**config.mk**
```make
export PLATFORM = sky130hd
export DESIGN_NAME = systolic_skew_feeder
export DESIGN_NICKNAME = d
export VERILOG_FILES = /design/src/rtl/systolic_skew_feeder.sv
export SDC_FILE = /design/constraint.sdc
export NUM_CORES = 1
export LEC_CHECK = 0
export BUFFER_PORTS_ARGS = -buffer_cell sky130_fd_sc_hd__buf_2
export CELL_PAD_IN_SITES_DETAIL_PLACEMENT = 0
export CELL_PAD_IN_SITES_GLOBAL_PLACEMENT = 1
export CORE_UTILIZATION = 44
export CTS_BUF_LIST = sky130_fd_sc_hd__clkbuf_8
export DETAILED_ROUTE_END_ITERATION = 8
export PLACE_DENSITY = 0.81
export SLEW_MARGIN = 20
export SYNTH_ARGS = -nofsm -noshare
export SYNTH_HDL_FRONTEND = slang
export SYNTH_SLANG_ARGS = --single-unit
export TNS_END_PERCENT = 100
```
**constraint.sdc**
```tcl
create_clock -name clk -period 2 [get_ports clk]
set_clock_uncertainty 0.2 [all_clocks]
set_input_delay 0.3 -clock clk [delete_from_list [all_inputs] [get_ports clk]]
set_output_delay 0.3 -clock clk [all_outputs]
set_load 0.01 [all_outputs]
```
**src/rtl/systolic_skew_feeder.sv**
```systemverilog
// Skews row/column operand vectors diagonally for the MAC systolic array, frames tiles and flushes with zeros.
// Optional build macro SKEW_FEEDER_BUBBLE_CNT_EN adds a saturating bubble_cnt output.
module systolic_skew_feeder #(
    parameter int ARR_SIZE      = 4,
    parameter int HORIZONTAL_BW = 16
) (
    input  logic                              clk,
    input  logic                              rst,
    input  logic                              i_mode,
    input  logic                              in_valid,
    output logic                              in_ready,
    input  logic                              in_last,
    input  logic [HORIZONTAL_BW*ARR_SIZE-1:0] in_h,
    input  logic [HORIZONTAL_BW*ARR_SIZE-1:0] in_v,
    output logic [HORIZONTAL_BW*ARR_SIZE-1:0] horizontal_input,
    output logic [HORIZONTAL_BW*ARR_SIZE-1:0] vertical_input,
    output logic                              o_mode,
    output logic                              feed_active,
`ifdef SKEW_FEEDER_BUBBLE_CNT_EN
    output logic [15:0]                       bubble_cnt,
`endif
    output logic                              tile_done
);

    localparam int CNT_W = (ARR_SIZE > 1) ? $clog2(ARR_SIZE) : 1;
    localparam logic [CNT_W-1:0] CNT_LAST = CNT_W'(ARR_SIZE - 1);
    localparam logic [CNT_W-1:0] CNT_ONE  = CNT_W'(1);

    typedef enum logic [1:0] {
        ST_IDLE  = 2'd0,
        ST_LOAD  = 2'd1,
        ST_DRAIN = 2'd2
    } state_t;

    state_t                            r_state;
    state_t                            w_state_nxt;
    logic [CNT_W-1:0]                  r_drain_cnt;
    logic                              r_mode;
    logic                              w_accept;
    logic [HORIZONTAL_BW*ARR_SIZE-1:0] w_h_in;
    logic [HORIZONTAL_BW*ARR_SIZE-1:0] w_v_in;

    assign w_accept = in_valid && in_ready;
    // Non-accepting cycles push zero bubbles so the array never sees stale operands.
    assign w_h_in   = w_accept ? in_h : '0;
    assign w_v_in   = w_accept ? in_v : '0;
    assign o_mode   = r_mode;

    // NOTE: sequential state uses non-blocking assignments so every register samples pre-edge values.
    always_ff @(posedge clk or negedge rst) begin
        if (!rst) begin
            r_state <= ST_IDLE;
        end else begin
            r_state <= w_state_nxt;
        end
    end

    always_comb begin
        w_state_nxt = r_state;
        case (r_state)
            ST_IDLE: begin
                if (w_accept) begin
                    w_state_nxt = in_last ? ST_DRAIN : ST_LOAD;
                end
            end
            ST_LOAD: begin
                if (w_accept && in_last) begin
                    w_state_nxt = ST_DRAIN;
                end
            end
            ST_DRAIN: begin
                if (r_drain_cnt == CNT_LAST) begin
                    w_state_nxt = ST_IDLE;
                end
            end
            default: w_state_nxt = ST_IDLE;
        endcase
    end

    // NOTE: every output gets a default before the case so no latch is inferred.
    always_comb begin
        in_ready    = 1'b0;
        feed_active = 1'b0;
        tile_done   = 1'b0;
        case (r_state)
            ST_IDLE: begin
                in_ready = 1'b1;
            end
            ST_LOAD: begin
                in_ready    = 1'b1;
                feed_active = 1'b1;
            end
            ST_DRAIN: begin
                feed_active = 1'b1;
                tile_done   = (r_drain_cnt == CNT_LAST);
            end
            default: ;
        endcase
    end

    always_ff @(posedge clk or negedge rst) begin
        if (!rst) begin
            r_drain_cnt <= '0;
        end else if (r_state == ST_DRAIN) begin
            r_drain_cnt <= r_drain_cnt + CNT_ONE;
        end else begin
            r_drain_cnt <= '0;
        end
    end

    // Mode is captured only on the accept that opens a tile and held across IDLE.
    always_ff @(posedge clk or negedge rst) begin
        if (!rst) begin
            r_mode <= 1'b0;
        end else if (r_state == ST_IDLE && w_accept) begin
            r_mode <= i_mode;
        end
    end

    for (genvar k = 0; k < ARR_SIZE; k++) begin : g_lane
        logic [HORIZONTAL_BW-1:0] r_h_chain [0:k];
        logic [HORIZONTAL_BW-1:0] r_v_chain [0:k];

        // NOTE: the skew chains are reset explicitly so a mid-tile reset leaves only zeros on the buses.
        always_ff @(posedge clk or negedge rst) begin
            if (!rst) begin
                for (int j = 0; j <= k; j++) begin
                    r_h_chain[j] <= '0;
                    r_v_chain[j] <= '0;
                end
            end else begin
                r_h_chain[0] <= w_h_in[k*HORIZONTAL_BW +: HORIZONTAL_BW];
                r_v_chain[0] <= w_v_in[k*HORIZONTAL_BW +: HORIZONTAL_BW];
                for (int j = 1; j <= k; j++) begin
                    r_h_chain[j] <= r_h_chain[j-1];
                    r_v_chain[j] <= r_v_chain[j-1];
                end
            end
        end

        assign horizontal_input[k*HORIZONTAL_BW +: HORIZONTAL_BW] = r_h_chain[k];
        assign vertical_input[k*HORIZONTAL_BW +: HORIZONTAL_BW]   = r_v_chain[k];
    end

`ifdef SKEW_FEEDER_BUBBLE_CNT_EN
    logic [15:0] r_bubble_cnt;

    always_ff @(posedge clk or negedge rst) begin
        if (!rst) begin
            r_bubble_cnt <= '0;
        end else if (r_state == ST_IDLE && w_accept) begin
            r_bubble_cnt <= '0;
        end else if (r_state == ST_LOAD && !in_valid && r_bubble_cnt != 16'hFFFF) begin
            r_bubble_cnt <= r_bubble_cnt + 16'd1;
        end
    end

    assign bubble_cnt = r_bubble_cnt;
`endif

endmodule

```
==> metrics.yaml, run 1 <==
detailed_routing:
  drcViolationCount: 14
  first_pass_iters: 6
  antenna_left: 0
  vias: 5513
  first_iter_violations: 180
  wirelength_mm: 19.3
  wl_per_cell_um: 15.4
  viasPerCell: 4.39
clock_tree:
  cts.clk_slew.worst_paths_ns: 0.06
  cts_sinks: 325
  clk_latency_ns: 0.54
  cts_buffer_depth: 3
  cts_tree: "built"
  numCtsBuffers: 49
  cts-root-buf: "clkbuf_8"
  h-tree-depth: 2
floorplan:
  rows: 54
  num_io_pins: 265
  dieArea_sq_um: 23300
  core_sq_um: 22000
  start_util_pct: 45.4
  die_x_um: 153
  chipHeight_um: 153
layout:
  nFillCells: 1620
  area_growth_pct: 33.8
  layout.nets: 1077
  antenna_cells: 0
  final_cells: 1257
  drive_above_1_share_pct: 36.8
synthesis:
  ys_types: 16
  syn_nets: 736
  synth-seq-cells: 325
  synth.avg_cell_area_sq_um: 16.7
  ys_warn_count: 0
  ys_seq_area_share_pct: 81.4
  syn_inst: 599
  synthesis.area_sq_um: 10000
timing:
  whs_ns: 0.0956
  worstMarginPinSlew_ns: 0.439
  finalSetupViolCount: 2
  fin_crit_ns: 2.03
  fin_tns_setup_ns: -0.0391
  finalHoldViolCount: 0
  slew_violations: 0
  max_freq_ghz: 0.491
  fin_ws_ns: -0.0347
  rsz0062_at_grt: "true"
  relSlewSlack_pct: 70.7
  min_period_over_period_pct: 102
worst_setup_path:
  critPathArrivalTime_ns: 1.53
  path_cells: "inv_2 > ha_4 > or2_4 > buf_6"
  critical_path_buf_inv_count: 2
  slowest_delay_ns: 0.40
  startpoint_type: "flop"
  crit_fanout: 3
  critPathTopFamily: "flip-flops"
  critPathKind: "flop to primary output"
  crit_required_ns: 1.50
  end_kind: "primary output"
  cp_slowest_cell: "dfrtp_1"
power_and_ir_drop:
  power_leakage_nw: 7.55
  power_density_nw_per_um2: 1210
  vdd_drop_max_v: 0.000583
placed_design:
  hpwl_mm: 11.2
  dpl.cell_count: 1032
  place.gp.congestion: 0.723
  port_buffers: 264
global_route:
  grt_pass1_vias: 5975
  antenna_found_initial: 0
  track_usage_pct: 17.0
  grt_max_degree: 70
  grt_pass1_wl_mm: 31.0
  grt_overflow: 0
status:
  outcome: "finished, violations left"
  violations: "design-rule violations, negative setup slack"
min_path:
  hold_class: "input port to asynchronous set/reset pin"
job:
  maxCapViolations: 0
[logic make-up after synthesis]
kind of cell               Yosys count  share of synthesized area, %
AOI/OAI and AO/OA                    5                         0.288
adders and majority gates            4                         0.501
muxes                                1                         0.113
and+or+nand+nor                    136                          8.46
DFF                                325                          81.4
buffers and inverters              128                          9.28
[layout by cell type (no fill, tap or decap)]
| cell | instances |
|---|---|
| mux2_2 | 1 |
| bufinv_16 | 2 |
| nand2_1 | 3 |
| buf_8 | 1 |
| buf_2 | 260 |
| ha_2 | 1 |
| inv_2 | 2 |
| ha_4 | 2 |
| nor2b_1 | 1 |
| and2_1 | 2 |
| clkinvlp_4 | 2 |
| buf_6 | 3 |
| clkbuf_8 | 61 |
| a21oi_1 | 1 |
| nand2b_1 | 1 |
| dlygate4sd3_1 | 133 |
| ha_1 | 1 |
| clkinv_2 | 8 |
| dfrtp_1 | 325 |
| and3_1 | 128 |
| o21ai_0 | 1 |
| or2_4 | 1 |
| inv_1 | 17 |
| buf_4 | 9 |
| dlymetal6s4s_1 | 1 |
| a31oi_1 | 3 |
| buf_12 | 7 |
[through the flow]
step | area, sq um | setup WS, ns | power [mW] | util [%]
floorplan | 10000 | 0.357 | 10.1 | -
global placement | 11000 | 0.233 | 10.5 | 49.7
detailed placement | 11000 | 0.177 | 10.6 | 49.7
CTS | 13400 | -0.0616 | 16.3 | 60.6
global route | 13400 | -0.108 | 17.1 | 60.7
finish | 13400 | -0.0347 | 16.2 | 60.7
[timing repair]
item | in CTS | in global routing
endpoints found under the hold margin | 456 | 0
gates cloned | 0 | 0
pin swaps | 1 | 1
setup buffers | 2 | 1
hold buffers | 134 | 0
endpoints found under the setup margin | 2 | 5
resized for setup | 9 | 3
[sequential cells by signal, summed over array words and instances, names as in the netlist]
| name | count |
|---|---|
| r_state | 2 |
| o_mode | 1 |
| g_lane.r_v_chain | 112 |
| g_lane.r_h_chain | 112 |
| vertical_input | 48 |
| r_drain_cnt | 2 |
| horizontal_input | 48 |
[synth_stat cells]
library cell  count  area share [%]
or2_4             1           0.088
dfrtp_1         325              81
buf_6            11             1.2
nor2b_1           1           0.063
clkbuf_1         16            0.60
buf_4            97             7.3
nand2_1           3            0.11
and3_1          128             8.0
and2_1            2            0.13
nand2b_1          1           0.063
o21ai_0           1           0.050
ha_1              4            0.50
a31oi_1           3            0.19
mux2_2            1            0.11
inv_1             4            0.15
a21oi_1           1           0.050
[cell type report]
cell class / count / area, sq um / share of cell area [%]
sequential: 325 / 8130 / 60.8
timing repair buffer: 414 / 2900 / 21.7
multi-input combinational: 146 / 963 / 7.20
clock buffer: 61 / 840 / 6.28
tap: 280 / 350 / 2.62
clock inverter: 27 / 171 / 1.28
inverter: 4 / 15.0 / 0.112
[per-layer routing]
| layer | track usage, % | routed length, um | up-vias |
|---|---|---|---|
| met5 | 0 | 0 | - |
| li1 | - | - | 2530 |
| met4 | 6.83 | 468 | 0 |
| met1 | 21.3 | 7600 | 2736 |
| met2 | 28.0 | 9840 | 208 |
| met3 | 4.66 | 1420 | 39 |
[path summary, 6_finish.rpt]
| check | slack [ns] | start | to | cells after the start |
|---|---|---|---|---|
| min in group clk | 0.14 | g_lane[3].r_v_chain[58] | g_lane[3].r_v_chain[42] | 0 |
| min reg2reg | 0.14 | g_lane[3].r_v_chain[58] | g_lane[3].r_v_chain[42] | 0 |
| min | 0.1 | rst | horizontal_input[49] | 2 |
| max | -0.03 | r_state[0] | in_ready | 4 |
| max reg2reg | 0.15 | r_state[0] | g_lane[2].r_v_chain[40] | 6 |
| max in group asynchronous | 0.84 | rst | g_lane[2].r_v_chain[18] | 3 |
[power breakdown]
| group | internal (mW) | switching, mW |
|---|---|---|
| Combinational | 1.16 | 1.46 |
| Clock | 3.01 | 2.34 |
| Sequential | 7.87 | 0.345 |
(Power assumes the default switching activity.)
==> run 2: changes to the inputs <==
--- a/config.mk
+++ b/config.mk
@@ -5,13 +5,15 @@
 export SDC_FILE = /design/constraint.sdc
 export NUM_CORES = 1
 export LEC_CHECK = 0
+export ABC_AREA = 1
+export ABC_CLOCK_PERIOD_IN_PS = 2000
 export BUFFER_PORTS_ARGS = -buffer_cell sky130_fd_sc_hd__buf_2
 export CELL_PAD_IN_SITES_DETAIL_PLACEMENT = 0
 export CELL_PAD_IN_SITES_GLOBAL_PLACEMENT = 1
-export CORE_UTILIZATION = 44
+export CORE_UTILIZATION = 45
 export CTS_BUF_LIST = sky130_fd_sc_hd__clkbuf_8
 export DETAILED_ROUTE_END_ITERATION = 8
-export PLACE_DENSITY = 0.81
+export PLACE_DENSITY = 0.82
 export SLEW_MARGIN = 20
 export SYNTH_ARGS = -nofsm -noshare
 export SYNTH_HDL_FRONTEND = slang
==> run 2 against run 1 <==
Global-route usage down 0.98 points; cell count increased by 16%; the run ends with negative setup slack left; clock-buffer cell count rose by 4; register-to-register slack got worse by 0.07 ns; synthesized area grew 10%; via count grew 5.5%; worst hold slack gained 0.018 ns; combinational power increased by 24%; critical path type unchanged.
==> metrics.yaml, run 2 <==
status:
  outcome: "finished, violations left"  # unchanged
  violations: "negative setup slack"  # was design-rule violations, negative setup slack
min_path:
  hold_class: "input port to asynchronous set/reset pin"  # unchanged
layout:
  antenna_cells: 0  # unchanged
  layout.nets: 1233  # was 1077
  drive_above_1_share_pct: 42.1  # was 36.8%
  multiInputGateArea_sq_um: 1430  # was 963 sq um
  final_common_cell: "dfrtp_1"  # unchanged
  top_regs: "g_lane.r_h_chain (112), g_lane.r_v_chain (112)"  # unchanged
  nFillCells: 1736  # was 1620
  layout_common_cells: "dfrtp_1, buf_2, inv_1, dlygate4sd3_1, nor2_4"  # was dfrtp_1, buf_2, dlygate4sd3_1, and3_1, clkbuf_8
  final_cells: 1457  # was 1257
  seq_area_sq_um: 8130  # unchanged
  area_growth_pct: 32.6  # was 33.8%
worst_setup_path:
  crit_fanout: 5  # was 3
  critPathArrivalTime_ns: 1.53  # about the same
  critPathKind: "flop to primary output"  # unchanged
  crit_required_ns: 1.50  # about the same
  end_kind: "primary output"  # unchanged
  startpoint_type: "flop"  # unchanged
clock_tree:
  clk_latency_ns: 0.55  # was 0.54 ns
  numCtsBuffers: 51  # was 49
  cts.clk_slew.worst_paths_ns: 0.06  # about the same
  cts-root-buf: "clkbuf_8"  # unchanged
  cts_buffer_depth: 3  # unchanged
  cts_sinks: 325  # unchanged
  cts_tree: "built"  # unchanged
  h-tree-depth: 2  # unchanged
timing:
  finalHoldViolCount: 0  # unchanged
  relSlewSlack_pct: 64.4  # was 70.7%
  finalSetupViolCount: 1  # was 2
  min_period_over_period_pct: 101  # was 102%
  slew_violations: 0  # unchanged
  fin_crit_ns: 2.03  # about the same
  worstMarginPinSlew_ns: 0.533  # was 0.439 ns
  rsz0062_at_grt: "true"  # unchanged
  max_freq_ghz: 0.493  # was 0.491 GHz
  fin_ws_ns: -0.0289  # was -0.0347 ns
floorplan:
  rows: 56  # was 54
  start_util_pct: 46.4  # was 45.4%
  chipHeight_um: 158  # was 153 um
  die_x_um: 158  # was 153 um
  num_io_pins: 265  # unchanged
  core_sq_um: 23800  # was 22000 sq um
  dieArea_sq_um: 25100  # was 23300 sq um
power_and_ir_drop:
  vdd_drop_max_v: 0.000574  # was 0.000583 V
  power_mw: 17.4  # was 16.2 mW
  power_leakage_nw: 8.03  # was 7.55 nW
  power_density_nw_per_um2: 1190  # was 1210 nW/um^2
global_route:
  grt_pass1_vias: 6324  # was 5975
  grt_overflow: 0  # unchanged
  grt_pass1_wl_mm: 30.7  # was 31.0 mm
  track_usage_pct: 16.0  # was 17.0%
  grt_max_degree: 64  # was 70
  antenna_found_initial: 0  # unchanged
  use_met3_pct: 4.27  # was 4.66%
  use_met1_pct: 17.3  # was 21.3%
  use_met2_pct: 28.5  # was 28.0%
  busiest_layer: "met2"  # unchanged
detailed_routing:
  vias: 5817  # was 5513
  drcViolationCount: 0  # was 14
  viasPerCell: 3.99  # was 4.39
  first_pass_iters: 6  # unchanged
  first_iter_violations: 234  # was 180
  antenna_left: 0  # unchanged
  wirelength_mm: 19.5  # was 19.3 mm
  wl_per_cell_um: 13.4  # was 15.4 um
synthesis:
  synth_async_sr_flop_share_pct: 100  # unchanged
  yosys.area.top_type_share_pct: 73.8  # was 81.4%
  ys_seq_area_share_pct: 73.8  # was 81.4%
  synthesis.area_sq_um: 11000  # was 10000 sq um
  synth_enable_flop_cells: 0  # unchanged
  ys_types: 13  # was 16
  synth.avg_cell_area_sq_um: 15.1  # was 16.7 sq um
  synth_ff_type: "dfrtp_1"  # unchanged
  synth-seq-cells: 325  # unchanged
  syn_inst: 729  # was 599
  yosys.area.top_type: "dfrtp_1"  # unchanged
  synth_common_cells: "dfrtp_1, inv_1, nor2_4"  # was dfrtp_1, and3_1, buf_4
  synthTopCellsByArea: "dfrtp_1, nor2_4, buf_4"  # was dfrtp_1, and3_1, buf_4
  ys_warn_count: 0  # unchanged
  synth_most_common_cell: "dfrtp_1"  # unchanged
  syn_nets: 866  # was 736
placed_design:
  hpwl_mm: 12.1  # was 11.2 mm
  dpl.cell_count: 1224  # was 1032
  place.gp.congestion: 0.768  # was 0.723
  post-place-ws_ns: 0.182  # was 0.177 ns
  port_buffers: 264  # unchanged
job:
  maxCapViolations: 0  # unchanged
==> run 2: cell count changes after synthesis, sizes merged, moves of 2 or more <==
cell,previous run,this run
nor2,0,132
clkbuf,16,0
and2,2,0
inv,4,139
a31oi,3,0
nand4,0,2
and3,128,0
nand2,3,15
buf,108,110
nand3,0,2
==> run 2: through the flow <==
stage                     cell area (sq um)  util (%)  hold slack, ns  setup TNS, ns
after detailed placement              12000      50.7          0.0819              0
after global routing                  14600      61.5           0.128         -0.134
after floorplan                       11000         -          -0.196              0
after CTS                             14500      61.2          0.0796        -0.0176
final                                 14600      61.5           0.114        -0.0289
after global placement                12000      50.7          0.0741              0
==> run 2: kinds of logic after synthesis <==
| family | count (synthesis) | share of synthesized area (%) |
|---|---|---|
| adders and majority gates | 4 | 0.454 |
| buffers and inverters | 249 | 13.6 |
| DFF | 325 | 73.8 |
| and+or+nand+nor | 151 | 12.1 |
==> run 2: final cells by class <==
type	instances	area share [%]
tap	319	2.73
clock inverter	30	1.60
inverter	139	3.62
sequential	325	55.7
timing repair buffer	424	20.4
multi-input combinational	155	9.79
clock buffer	65	6.13
==> run 2: repair_timing <==
action,4_1_cts,5_1_grt
pin swaps,2,4
setup endpoints to repair,2,2
resized for setup,6,9
hold endpoints to repair,456,0
setup buffers,2,3
hold buffers,133,0
==> run 2: metal layers <==
| metal | up-vias | wire, um | part of all wire [%] |
|---|---|---|---|
| met5 | - | 0 | 0 |
| met4 | 0 | 741 | 3.8 |
| met3 | 55 | 1180 | 6.1 |
| met2 | 192 | 10600 | 54 |
| met1 | 2840 | 6960 | 36 |
| li1 | 2730 | - | - |
==> run 2: worst paths after layout <==
check	from	to	slack (ns)	cells after the start
worst max-delay path	r_state[0]	in_ready	-0.03	5
worst min-delay path	rst	g_lane[2].r_v_chain[45]	0.11	2
worst max register to register	r_state[0]	g_lane[1].r_h_chain[25]	0.08	9
worst min register to register	g_lane[2].r_v_chain[27]	vertical_input[43]	0.14	0
max in group asynchronous	rst	g_lane[2].r_h_chain[18]	0.77	3
min in group clk	g_lane[2].r_v_chain[27]	vertical_input[43]	0.14	0
==> run 2: worst max-delay path, stage by stage (launching register included) <==
cell	delay, ns
dfrtp_1	0.42
inv_2	0.09
ha_4	0.19
nor2_4	0.12
inv_2	0.05
buf_6	0.11
==> run 2: report_power, final <==
group,total [mW],leakage [nW],switching (mW),internal [mW]
clock network,5.88,0.648,2.43,3.44
registers,8.22,4.33,0.346,7.87
logic,3.26,3.05,1.92,1.33
total,17.4,8.03,4.70,12.6
